==> src/rtl/ps2_keyseq_ctrl_if.sv <==
// Key-event bus between the PS/2 sequencer and its consumer: byte strobe in, buffered events out.
// The master modport belongs to the byte source and consumer side; the slave modport belongs to the sequencer.
interface ps2_keyseq_ctrl_if;
    logic       iTrig;
    logic [7:0] iData;
    logic       iAck;
    logic       iClr;
    logic       oValid;
    logic [7:0] oKey;
    logic       oExt;
    logic       oBreak;
    logic [2:0] oMod;
    logic       oOverflow;

    modport master (
        output iTrig, iData, iAck, iClr,
        input  oValid, oKey, oExt, oBreak, oMod, oOverflow
    );

    modport slave (
        input  iTrig, iData, iAck, iClr,
        output oValid, oKey, oExt, oBreak, oMod, oOverflow
    );
endinterface

==> src/rtl/ps2_keyseq_ctrl.sv <==
// Assembles set-2 scan bytes into key events, tracks modifiers and queues events in a small FIFO.
// Latency: 1 cycle from the final byte strobe to the FIFO head; a full FIFO drops new events and sets a sticky overflow flag.
module ps2_keyseq_ctrl #(
    parameter int DEPTH_LOG2 = 2,
    parameter int SKIP_PAUSE = 7
) (
    input logic             CLOCK,
    input logic             RESET,
    ps2_keyseq_ctrl_if.slave bus
);
    localparam int DEPTH = 1 << DEPTH_LOG2;
    localparam int SW    = (SKIP_PAUSE < 2) ? 1 : $clog2(SKIP_PAUSE + 1);
    localparam logic [DEPTH_LOG2:0] FULL_CNT  = (DEPTH_LOG2 + 1)'(DEPTH);
    localparam logic [SW-1:0]       SKIP_INIT = SW'(SKIP_PAUSE);

    typedef enum logic [2:0] {
        S_IDLE,
        S_EXT,
        S_BRK,
        S_EXTBRK,
        S_SKIP
    } state_t;

    state_t          state, state_nxt;
    logic [SW-1:0]   cnt, cnt_nxt;
    // flag order: {RAlt, LAlt, RCtrl, LCtrl, RShift, LShift}
    logic [5:0]      flags, flags_nxt;

    logic            emit;
    logic [7:0]      ev_key;
    logic            ev_ext;
    logic            ev_brk;
    logic            is_ext;
    logic            is_brk;
    logic            reserved;

    logic [9:0]            mem [DEPTH];
    logic [DEPTH_LOG2-1:0] wr_ptr;
    logic [DEPTH_LOG2-1:0] rd_ptr;
    logic [DEPTH_LOG2:0]   count;
    logic                  full;
    logic                  pop;
    logic                  push;
    logic                  drop;
    logic                  overflow;

    assign is_ext = (state == S_EXT) || (state == S_EXTBRK);
    assign is_brk = (state == S_BRK) || (state == S_EXTBRK);

    always_comb begin
        reserved = 1'b0;
        case (bus.iData)
            8'h00, 8'hAA, 8'hEE, 8'hFA, 8'hFC, 8'hFD, 8'hFE, 8'hFF: reserved = 1'b1;
            default: reserved = 1'b0;
        endcase
    end

    always_ff @(posedge CLOCK or negedge RESET) begin
        if (!RESET) begin
            state <= S_IDLE;
            cnt   <= '0;
            flags <= '0;
        end else begin
            state <= state_nxt;
            cnt   <= cnt_nxt;
            flags <= flags_nxt;
        end
    end

    always_comb begin
        state_nxt = state;
        cnt_nxt   = cnt;
        flags_nxt = flags;
        emit      = 1'b0;
        ev_key    = bus.iData;
        ev_ext    = 1'b0;
        ev_brk    = 1'b0;
        if (bus.iTrig) begin
            if (state == S_SKIP) begin
                // Pause tail carries bytes that look like modifiers; swallow them blindly.
                if (cnt <= SW'(1)) begin
                    cnt_nxt   = '0;
                    state_nxt = S_IDLE;
                end else begin
                    cnt_nxt = cnt - 1'b1;
                end
            end else if (reserved) begin
                state_nxt = S_IDLE;
            end else if (bus.iData == 8'hE0) begin
                state_nxt = S_EXT;
            end else if (bus.iData == 8'hF0) begin
                state_nxt = is_ext ? S_EXTBRK : S_BRK;
            end else if (bus.iData == 8'hE1 && state == S_IDLE) begin
                emit      = 1'b1;
                state_nxt = S_SKIP;
                cnt_nxt   = SKIP_INIT;
            end else begin
                state_nxt = S_IDLE;
                ev_ext    = is_ext;
                ev_brk    = is_brk;
                // E0 12 / E0 59 are fake shifts wrapped around some extended keys.
                emit = !(is_ext && (bus.iData == 8'h12 || bus.iData == 8'h59));
                case ({is_ext, bus.iData})
                    {1'b0, 8'h12}: flags_nxt[0] = ~is_brk;
                    {1'b0, 8'h59}: flags_nxt[1] = ~is_brk;
                    {1'b0, 8'h14}: flags_nxt[2] = ~is_brk;
                    {1'b1, 8'h14}: flags_nxt[3] = ~is_brk;
                    {1'b0, 8'h11}: flags_nxt[4] = ~is_brk;
                    {1'b1, 8'h11}: flags_nxt[5] = ~is_brk;
                    default: ;
                endcase
            end
        end
    end

    assign bus.oMod = {flags[5] | flags[4], flags[3] | flags[2], flags[1] | flags[0]};

    assign full = (count == FULL_CNT);
    assign pop  = bus.iAck && (count != '0);
    // A pop in the same cycle frees the slot, so a full FIFO still accepts the push.
    assign push = emit && (!full || pop);
    assign drop = emit && full && !pop;

    always_ff @(posedge CLOCK or negedge RESET) begin
        if (!RESET) begin
            for (int i = 0; i < DEPTH; i++) begin
                mem[i] <= '0;
            end
            wr_ptr   <= '0;
            rd_ptr   <= '0;
            count    <= '0;
            overflow <= 1'b0;
        end else begin
            if (push) begin
                mem[wr_ptr] <= {ev_ext, ev_brk, ev_key};
                wr_ptr      <= wr_ptr + 1'b1;
            end
            if (pop) begin
                rd_ptr <= rd_ptr + 1'b1;
            end
            case ({push, pop})
                2'b10:   count <= count + 1'b1;
                2'b01:   count <= count - 1'b1;
                default: count <= count;
            endcase
            if (drop) begin
                overflow <= 1'b1;
            end else if (bus.iClr) begin
                overflow <= 1'b0;
            end
        end
    end

    assign bus.oValid    = (count != '0);
    assign bus.oKey      = mem[rd_ptr][7:0];
    assign bus.oBreak    = mem[rd_ptr][8];
    assign bus.oExt      = mem[rd_ptr][9];
    assign bus.oOverflow = overflow;
endmodule

==> src/flat_wrapper.sv <==
// flat-port wrapper written by rule: the top's interface ports become plain ports
module ps2_keyseq_ctrl_flat 
#(
    parameter int DEPTH_LOG2 = 2,
    parameter int SKIP_PAUSE = 7
)
  (CLOCK, RESET, bus_iTrig, bus_iData, bus_iAck, bus_iClr, bus_oValid, bus_oKey, bus_oExt, bus_oBreak, bus_oMod, bus_oOverflow);
  ps2_keyseq_ctrl_if bus_i ();
  input logic CLOCK;
  input logic RESET;
  input wire logic [$bits(bus_i.iTrig)-1:0] bus_iTrig;
  input wire logic [$bits(bus_i.iData)-1:0] bus_iData;
  input wire logic [$bits(bus_i.iAck)-1:0] bus_iAck;
  input wire logic [$bits(bus_i.iClr)-1:0] bus_iClr;
  output wire logic [$bits(bus_i.oValid)-1:0] bus_oValid;
  output wire logic [$bits(bus_i.oKey)-1:0] bus_oKey;
  output wire logic [$bits(bus_i.oExt)-1:0] bus_oExt;
  output wire logic [$bits(bus_i.oBreak)-1:0] bus_oBreak;
  output wire logic [$bits(bus_i.oMod)-1:0] bus_oMod;
  output wire logic [$bits(bus_i.oOverflow)-1:0] bus_oOverflow;
  assign bus_i.iTrig = bus_iTrig;
  assign bus_i.iData = bus_iData;
  assign bus_i.iAck = bus_iAck;
  assign bus_i.iClr = bus_iClr;
  assign bus_oValid = bus_i.oValid;
  assign bus_oKey = bus_i.oKey;
  assign bus_oExt = bus_i.oExt;
  assign bus_oBreak = bus_i.oBreak;
  assign bus_oMod = bus_i.oMod;
  assign bus_oOverflow = bus_i.oOverflow;
  ps2_keyseq_ctrl #(.DEPTH_LOG2(DEPTH_LOG2), .SKIP_PAUSE(SKIP_PAUSE)) u_core (.CLOCK(CLOCK), .RESET(RESET), .bus(bus_i));
endmodule
==> config.mk <==
export PLATFORM = sky130hd
export DESIGN_NAME = ps2_keyseq_ctrl_flat
export DESIGN_NICKNAME = d
export VERILOG_FILES = /design/src/rtl/ps2_keyseq_ctrl_if.sv /design/src/rtl/ps2_keyseq_ctrl.sv /design/src/flat_wrapper.sv
export SDC_FILE = /design/constraint.sdc
export NUM_CORES = 1
export LEC_CHECK = 0
export CAP_MARGIN = 20
export CORE_MARGIN = 1
export CORE_UTILIZATION = 50
export CTS_CLUSTER_SIZE = 10
export DETAILED_ROUTE_END_ITERATION = 8
export PLACE_DENSITY = 0.71
export SETUP_SLACK_MARGIN = 0.5
export SLEW_MARGIN = 15
export SYNTH_ARGS = -nofsm -noshare
export SYNTH_HDL_FRONTEND = slang
export SYNTH_SLANG_ARGS = --single-unit
==> constraint.sdc <==
create_clock -name CLOCK -period 6.8 [get_ports CLOCK]
set_input_delay 1.36 -clock CLOCK [delete_from_list [all_inputs] [get_ports CLOCK]]
set_output_delay 1.36 -clock CLOCK [all_outputs]
set_load 0.02 [all_outputs]
# Word-level counts from Yosys, hierarchy flattened
# Cells that the tools add are included.
[totals] in_bits=13 ff_bits=60 out_inout_bits=15
[op_classes] addsub=5 n_eq_ne=29 n_lt_le_gt_ge=4 mux=41 n_bitwise=11 reduce_logical=29
[op_table] operator="== test 8 bit (second input constant)" n=10
[op_table] operator="AND reduction 7 bit" n=6
[op_table] operator="bitwise mux 40 bit" n=1
[op_table] operator="2-to-1 mux 3 bit" n=12
[op_table] operator="2-to-1 mux 10 bit" n=3
[op_table] operator="== test 9 x 5 -> 1 bit (second input constant)" n=3
[op_table] operator="2-to-1 mux 1 bit" n=22
[op_table] operator="binary-select mux 10 bit (select 2 bit)" n=1
[op_table] operator="demux 10 bit (select 2 bit)" n=1
[op_table] operator="== test 9 bit (second input constant)" n=2
[op_table] operator="== test 9 x 7 -> 1 bit (second input constant)" n=1
[op_table] operator="== test 8 x 5 -> 1 bit (second input constant)" n=1
[op_table] operator="== test 8 x 7 -> 1 bit (second input constant)" n=1
[op_table] operator="logical NOT 8 bit" n=1
[op_table] operator="OR reduction 8 bit" n=1
[op_table] operator="logical AND 1 bit" n=7
[op_table] operator="== test 3 x 2 -> 1 bit (second input constant)" n=2
[op_table] operator="== test 3 bit (second input constant)" n=2
[op_table] operator="greater-or-equal comparator 3 bit (second input constant)" n=2
[op_table] operator="NOT 1 bit" n=6
[op_table] operator="NOT 2 -> 3 bit" n=2
[op_table] operator="case mux 3 bit (2 select lines)" n=1
[op_table] operator="nonzero test 2 bit" n=3
[op_table] operator="subtractor 3 x 1 -> 3 bit (second input constant)" n=2
[op_table] operator="16 further kinds" n=26

# Logic depth before layout (Yosys ltp)
# Gate-level depths: netlist (run 1).
[logic_depth] depth_word=13 depth_mapped=13

# Worst setup path before layout (run 1)
# OpenSTA, ideal clock, no wires.
[synth_path] path_kind="input -> register" startpoint="input port bus_iData[1]" endpoint="register u_core.count[2]" arrival_ns=3.601 setup_slack_ns=3.119 t_required_ns=6.721 cell_stages=12 cell_sequence="or3b_2 a2111oi_0 or3_1 buf_4 nor3b_2 inv_1 ha_1 inv_1 fa_1 xor2_1 nor2_1 xor2_1"
[synth_between] elab_chain_len=13 word_cells_on_any_way=30 cone_classes="14 x eq/ne; 8 x mux; 8 x reduce/logical"
[synth_lines] item="from (decl)" line="flat_wrapper.sv:12" rtl="input wire logic [$bits(bus_i.iData)-1:0] bus_iData;"
[synth_lines] item="== test 8 x 5 -> 1 bit or == test 8 x 7 -> 1 bit (tied branches)" line="ps2_keyseq_ctrl.sv:102" rtl="emit = !(is_ext && (bus.iData == 8'h12 || bus.iData == 8'h59));"
[synth_lines] item="logical OR 1 bit" line="ps2_keyseq_ctrl.sv:102"
[synth_lines] item="logical AND 1 bit" line="ps2_keyseq_ctrl.sv:102"
[synth_lines] item="logical NOT 1 bit" line="ps2_keyseq_ctrl.sv:102"
[synth_lines] item="2-to-1 mux 1 bit" line="ps2_keyseq_ctrl.sv:93" rtl="end else if (bus.iData == 8'hE1 && state == S_IDLE) begin"
[synth_lines] item="2-to-1 mux 1 bit" line="ps2_keyseq_ctrl.sv:91" rtl="end else if (bus.iData == 8'hF0) begin"
[synth_lines] item="2-to-1 mux 1 bit" line="ps2_keyseq_ctrl.sv:89" rtl="end else if (bus.iData == 8'hE0) begin"
[synth_lines] item="2-to-1 mux 1 bit (*)" line="ps2_keyseq_ctrl.sv:87" rtl="end else if (reserved) begin"
[synth_lines] item="2-to-1 mux 1 bit (*)" line="ps2_keyseq_ctrl.sv:79" rtl="if (state == S_SKIP) begin"
[synth_lines] item="2-to-1 mux 1 bit (*)" line="ps2_keyseq_ctrl.sv:78" rtl="if (bus.iTrig) begin"
[synth_lines] item="logical AND 1 bit (*)" line="ps2_keyseq_ctrl.sv:121" rtl="assign push = emit && (!full || pop);"
[synth_lines] item="== test 2 x 1 -> 1 bit or == test 2 bit (tied branches)" line="ps2_keyseq_ctrl.sv:141" rtl="case ({push, pop})"
[synth_lines] item="case mux 3 bit (2 select lines) or nonzero test 2 bit (tied branches)"
[synth_lines] item="to (signal assigned)" line="ps2_keyseq_ctrl.sv:142" rtl="2'b10: count <= count + 1'b1;"
[synth_lines] item="to (signal assigned)" line="ps2_keyseq_ctrl.sv:143" rtl="2'b01: count <= count - 1'b1;"
[synth_lines] item="to (signal assigned)" line="ps2_keyseq_ctrl.sv:144" rtl="default: count <= count;"
[synth_lines] item="to (decl)" line="ps2_keyseq_ctrl.sv:40" rtl="logic [DEPTH_LOG2:0] count;"
# Every way passes the cells marked *; elsewhere a longest branch is shown, timed or not.
# A chain may end at the register's enable or synchronous reset.

# Worst setup path after layout (run 1)
[layout_path] startpoint="input port bus_iData[6]" endpoint="register u_core.count[2]"
# Same word-level chain as after synthesis.

==> impl_metrics.toml, run 1 <==
[min_path]
hold_path_class = "flip-flop to flip-flop"
hold_path_end = "u_core.mem[13]"
worstHoldStart = "u_core.mem[13]"
holdPathStages = 1

[grt]
grt_pass1_vias = 1929
antenna_found_initial = 0
grt_pass1_wl_mm = 9.65
track_usage = 0.205
grt_max_degree = 61
grt_overflow = 0

[finish]
layout-drive-gt1-share = 0.283
multi_input_area_um2 = 1450
nets = 285
n_antenna_cell = 0
mostFrequentLayoutCell = "dfrtp_1"
nFillCells = 479
areaGrowthSynthToFinish_pct = 16.8
ff_latch_area_um2 = 1500
finish.instance_area_um2 = 3550
final_util = 0.603
final_cell_mix = "dfrtp_1 (60), mux2_2 (36), clkdlybuf4s50_1 (26), nand2_1 (15), nor2_1 (12)"

[synth]
synth_edf_count = 0
synth_area_per_cell_um2 = 12.9
synth_nets = 256
synthFlopType = "dfrtp_1"
yosysTopAreaCellShare = 0.494
seq_area_frac_synth = 0.494
mappedNetlistArea_um2 = 3040
syn_inst = 235
netlist.top_cell.by_area = "dfrtp_1"
synthArstFlopShare = 1.00
yosys_warnings = 0
ys_ff_latch = 60
ys_types = 45
synthTopCellsByArea = "dfrtp_1 (49%), mux2_2 (13%), mux4_2 (7.4%)"

[clocking]
cts_tree = "done"
htreeDepth = 3
clock_path_buffers = 2
postCtsResizedCells = 0
cts_root_buf = "clkbuf_8"
cts_buffers = 9
hold_buffers = 0
clk_latency_ps = 330
cts_setup_buffers = 0
clk_pin_slew_ps = 70
clkSinkCount = 60

[pwr]
powerDensity_nw_per_um2 = 404
report.power.total_w = 0.00143
ir_worst_vdd_mv = 0.223
p_leak_nw = 1.51

[timing]
finalSetupViolCount = 0
fmax_mhz = 226
period_minus_slack_ps = 4430
period_share = 0.652
clock_skew_ps = 8.46
hold_viol = 0
relSlewSlack = 0.501
final.setup.worst_slack_ps = 2370
worstMarginPinSlew_ps = 748
final.setup.tns_ps = 0
rsz0062_at_grt = "false"
slew_viol_final = 0

[route]
wl_mm = 5.58
routedLengthMet1_mm = 2.61
met2_length_mm = 2.68
drt_iter0_drc = 169
wl_met3_um = 213
dr.pass1.iters = 4
vias = 1886
postRouteAntennaNets = 0
drt-wirelength-per-cell_um = 16.2
vias_per_cell = 5.48
route.detailed.drc = 0
dr.max_layer_used = "met4"

[floorplanning]
die_w_um = 79.9
initial_core_util = 0.516
rows = 28
dieHeight_um = 79.9
coreArea_um2 = 5890
io_pins = 28
die_area_um2 = 6390

[critical_path]
r2r_start = "u_core.state[2]"
rr_worst_depth = 10
cp_data_arrival_time_ps = 4690
cp.required_ps = 7060
critical_path_class = "primary input to flip-flop"
worst-path-max-fanout = 13
r2r_slack_ps = 4210
crit_path_start_kind = "primary input"
cp-end-kind = "flip-flop"
r2r-end = "u_core.count[2]"

[placement]
place_area_um2 = 3350
place_ws_ps = 2040
gp_congestion = 0.876
hpwl_mm = 3.80
portBuffers = 27

[job]
maxCapViolations = 0

[status]
status = "completed"
-- state kept, by name (all words and copies together), names as in the netlist --
name	flops
u_core.rd_ptr	2
u_core.cnt	3
u_core.mem	40
u_core.count	3
u_core.wr_ptr	2
u_core.bus.oOverflow	1
u_core.flags	6
u_core.state	3
-- per-stage QoR --
step	hold slack [ps]	instances
3_5_place_dp	471	328
3_3_place_gp	467	328
5_1_grt	504	344
4_1_cts	486	344
6_report	481	344
2_1_floorplan	447	235
-- worst max-delay path, stage by stage --
cell and delay [ps]:
clkdlybuf4s50_1 690, or3b_2 470, a2111oi_0 390, or3_1 520, nor3b_2 140, inv_1 90
ha_1 170, inv_1 60, fa_1 380, xor2_1 150, nor2_1 110, xor2_1 150
-- report_power, final --
group / internal, W / switching, W
clock: 0.000179 / 0.000135
sequential: 0.000482 / 0.0000970
combinational: 0.000315 / 0.000226
-- metal layers --
metal,up-vias,GRT usage
li1,910,-
met1,934,0.273
met2,34,0.324
met3,8,0.0571
met4,0,0.0643
met5,-,0
-- cell families after synthesis --
| logic type | share of synthesized area |
|---|---|
| buffers and inverters | 0.0301 |
| AO/OA/AOI/OAI | 0.0387 |
| AND/OR/NAND/NOR | 0.136 |
| adder cells (fa/ha/maj) | 0.0354 |
| multiplexers | 0.248 |
| flip-flops | 0.494 |
| XOR/XNOR | 0.0173 |
-- synth_stat cells (all sizes together), types with 5 or more instances --
| master | n |
|---|---|
| inv | 11 |
| o21ai | 5 |
| mux2 | 47 |
| buf | 7 |
| dfrtp | 60 |
| nor3 | 9 |
| ha | 7 |
| nand2 | 15 |
| mux4 | 10 |
| nor2 | 13 |
-- worst max path at each step --
stage            startpoint              end  cells past startpoint
6_report       bus_iData[6]  u_core.count[2]                     12
5_1_grt        bus_iData[6]  u_core.count[2]                     12
4_1_cts        bus_iData[6]  u_core.count[2]                     12
3_5_place_dp   bus_iData[6]  u_core.count[2]                     12
3_3_place_gp   bus_iData[6]  u_core.count[2]                     12
2_1_floorplan  bus_iData[1]  u_core.count[2]                     12
-- final cells by class --
class                           instances  area share
Clock inverter                          4      0.0138
Timing Repair Buffer                   28      0.0769
Inverter                               11      0.0116
Tap cell                               75      0.0264
Clock buffer                           12      0.0409
Multi-Input combinational cell        154       0.407
Sequential cell                        60       0.423
Power figures use the tool's default switching activity.
==> run 2, diff against run 1 <==
--- a/config.mk
+++ b/config.mk
@@ -10,7 +10,7 @@
 export CORE_UTILIZATION = 50
 export CTS_CLUSTER_SIZE = 10
 export DETAILED_ROUTE_END_ITERATION = 8
-export PLACE_DENSITY = 0.71
+export PLACE_DENSITY = 0.74
 export SETUP_SLACK_MARGIN = 0.5
 export SLEW_MARGIN = 15
 export SYNTH_ARGS = -nofsm -noshare
==> constraint.sdc (replaced) <==
create_clock -name CLOCK -period 3.9 [get_ports CLOCK]
set_input_delay 0.78 -clock CLOCK [delete_from_list [all_inputs] [get_ports CLOCK]]
set_output_delay 0.78 -clock CLOCK [all_outputs]
set_load 0.02 [all_outputs]
==> run 2 against run 1 <==
  * Largest power group unchanged
  * Routed wire length rose by 6.0%
  * Sequential cell count unchanged
  * Count of clock-buffer cells in the layout shrank 3
  * Sequential share of layout area shrank 1.0 points
  * Power increased by 78%
  * Clock skew down 2.1 ps
  * Worst setup slack got worse by 1700 ps
  * First-iteration DRC count shrank 40%
  * Clock power grew 80%
  * Core utilization up 1.5 points
==> impl_metrics.toml, run 2 (synthesized netlist as in run 1, its figures left out) <==
[clocking]
cts_root_buf = "clkbuf_8"
clock_path_buffers = 2
htreeDepth = 3
clk_latency_ps = 340
clk_pin_slew_ps = 70
cts_buffers = 9
clkSinkCount = 60
cts_tree = "done"
hold_buffers = 0
cts_setup_buffers = 0
postCtsResizedCells = 0

[grt]
grt_pass1_wl_mm = 10.0
track_usage = 0.215
antenna_found_initial = 0
grt_overflow = 0
grt_max_degree = 36
grt_pass1_vias = 2057

[pwr]
powerDensity_nw_per_um2 = 701
ir_worst_vdd_mv = 0.405
pwr-share-seq = 0.396
power_switching_w = 0.000843
p_comb_frac = 0.382
power.internal_w = 0.00170
p_leak_nw = 1.58
clkPwrFrac = 0.222
swShare = 0.331

[timing]
rsz0062_at_grt = "true"
slew_viol_final = 0
period_minus_slack_ps = 3260
relSlewSlack = 0.474
period_share = 0.836
hold_viol = 0
clock_skew_ps = 6.38
finalSetupViolCount = 0
fmax_mhz = 307
final.setup.tns_ps = 0
worstMarginPinSlew_ps = 789

[floorplanning]
initial_core_util = 0.516
io_pins = 28
rows = 28
die_area_um2 = 6390
coreArea_um2 = 5890
dieHeight_um = 79.9
die_w_um = 79.9

[finish]
multi_input_area_um2 = 1450
largest_register = "u_core.mem"
largest_reg_flops = 40
areaGrowthSynthToFinish_pct = 19.6
nets = 295
final_util = 0.618
final_cell_mix = "dfrtp_1 (60), mux2_2 (36), clkdlybuf4s50_1 (24), nand2_1 (15), nor2_1 (12)"
n_antenna_cell = 0
ff_latch_area_um2 = 1500
nFillCells = 465
fin_cells = 354
layout-drive-gt1-share = 0.315
mostFrequentLayoutCell = "dfrtp_1"
layout_top_registers = "u_core.mem: 40 flops, u_core.flags: 6 flops"

[critical_path]
cp-end-kind = "flip-flop"
critical_path_class = "primary input to flip-flop"
crit_slowest_cell = "clkdlybuf4s50_1"
cp.required_ps = 4160
cp_data_arrival_time_ps = 3520
r2r_start = "u_core.count[1]"
cp_cell_sequence = "clkdlybuf4s50_1 > or3b_2 > a2111oi_1 > or3_1 > nor3b_2 > inv_1 > ha_1 > inv_1 > fa_1 > xor2_1 > nor2_1 > xor2_1"
rr_worst_depth = 9
r2r_slack_ps = 1430
worst-path-max-fanout = 3
crit_path_start_kind = "primary input"
r2r-end = "u_core.count[2]"
slowest_delay_ps = 480

[placement]
gp_congestion = 0.831
placed_cells = 338
hpwl_mm = 4.00
portBuffers = 27

[route]
route.detailed.drc = 0
dr.pass1.iters = 5
wl_mm = 5.91
drt-wirelength-per-cell_um = 16.7
vias_per_cell = 5.64
vias = 1995
postRouteAntennaNets = 0
drt_iter0_drc = 102

[min_path]
worstHoldStart = "u_core.mem[34]"
holdPathStages = 1
hold_path_end = "u_core.mem[34]"
hold_path_class = "flip-flop to flip-flop"

[job]
maxCapViolations = 0

[status]
status = "completed"
==> run 2: stage by stage <==
step           worst slack (ps)  power [W]  hold WS, ps  area (um^2)
2_1_floorplan               799    0.00165          447         3040
3_3_place_gp                356    0.00197          464         3430
3_5_place_dp                265    0.00201          475         3430
4_1_cts                     618    0.00258          491         3630
5_1_grt                     485    0.00271          504         3630
6_report                    638    0.00255          485         3630
==> run 2: worst max path at each step <==
stage,startpoint,end,slack (ps),cells after the start
final,bus_iData[6],u_core.count[2],640,12
after global routing,bus_iData[6],u_core.count[2],480,12
after CTS,bus_iData[6],u_core.count[2],620,12
after detailed placement,bus_iData[6],u_core.count[2],260,12
after global placement,bus_iData[6],u_core.count[2],360,12
after floorplan,bus_iData[1],u_core.count[2],800,12
==> run 2: routing by layer <==
metal / wire (um) / vias to the layer above / share of wire / GRT usage
met5: 0 / - / 0 / 0
met4: 129 / 0 / 0.022 / 0.121
met3: 262 / 13 / 0.044 / 0.0411
met2: 2790 / 50 / 0.47 / 0.331
met1: 2730 / 997 / 0.46 / 0.285
li1: - / 935 / - / -
==> run 2: layout make-up <==
class	instances	share of cell area
flip-flops and latches	60	0.413
multi-input cells	154	0.398
repair buffers	38	0.0971
well taps	75	0.0258
inverters	11	0.0114
clock buffers	9	0.0341
clock inverters	7	0.0207
==> run 2: worst max-delay path: cells and delay by family <==
| family | cells | cell delay [ps] |
|---|---|---|
| adder cells (fa/ha/maj) | 2 | 550 |
| AND/OR/NAND/NOR | 4 | 890 |
| XOR/XNOR | 2 | 300 |
| AO/OA/AOI/OAI | 1 | 400 |
| buffers and inverters | 3 | 600 |
==> run 2: power groups by stage <==
stage,Sequential [W],Combinational (W),Clock (W)
after floorplan,0.000935,0.000713,0
after global placement,0.00101,0.000960,0
after detailed placement,0.00103,0.000983,0
after CTS,0.00101,0.000984,0.000584
after global routing,0.00105,0.00105,0.000608
final,0.00101,0.000972,0.000565
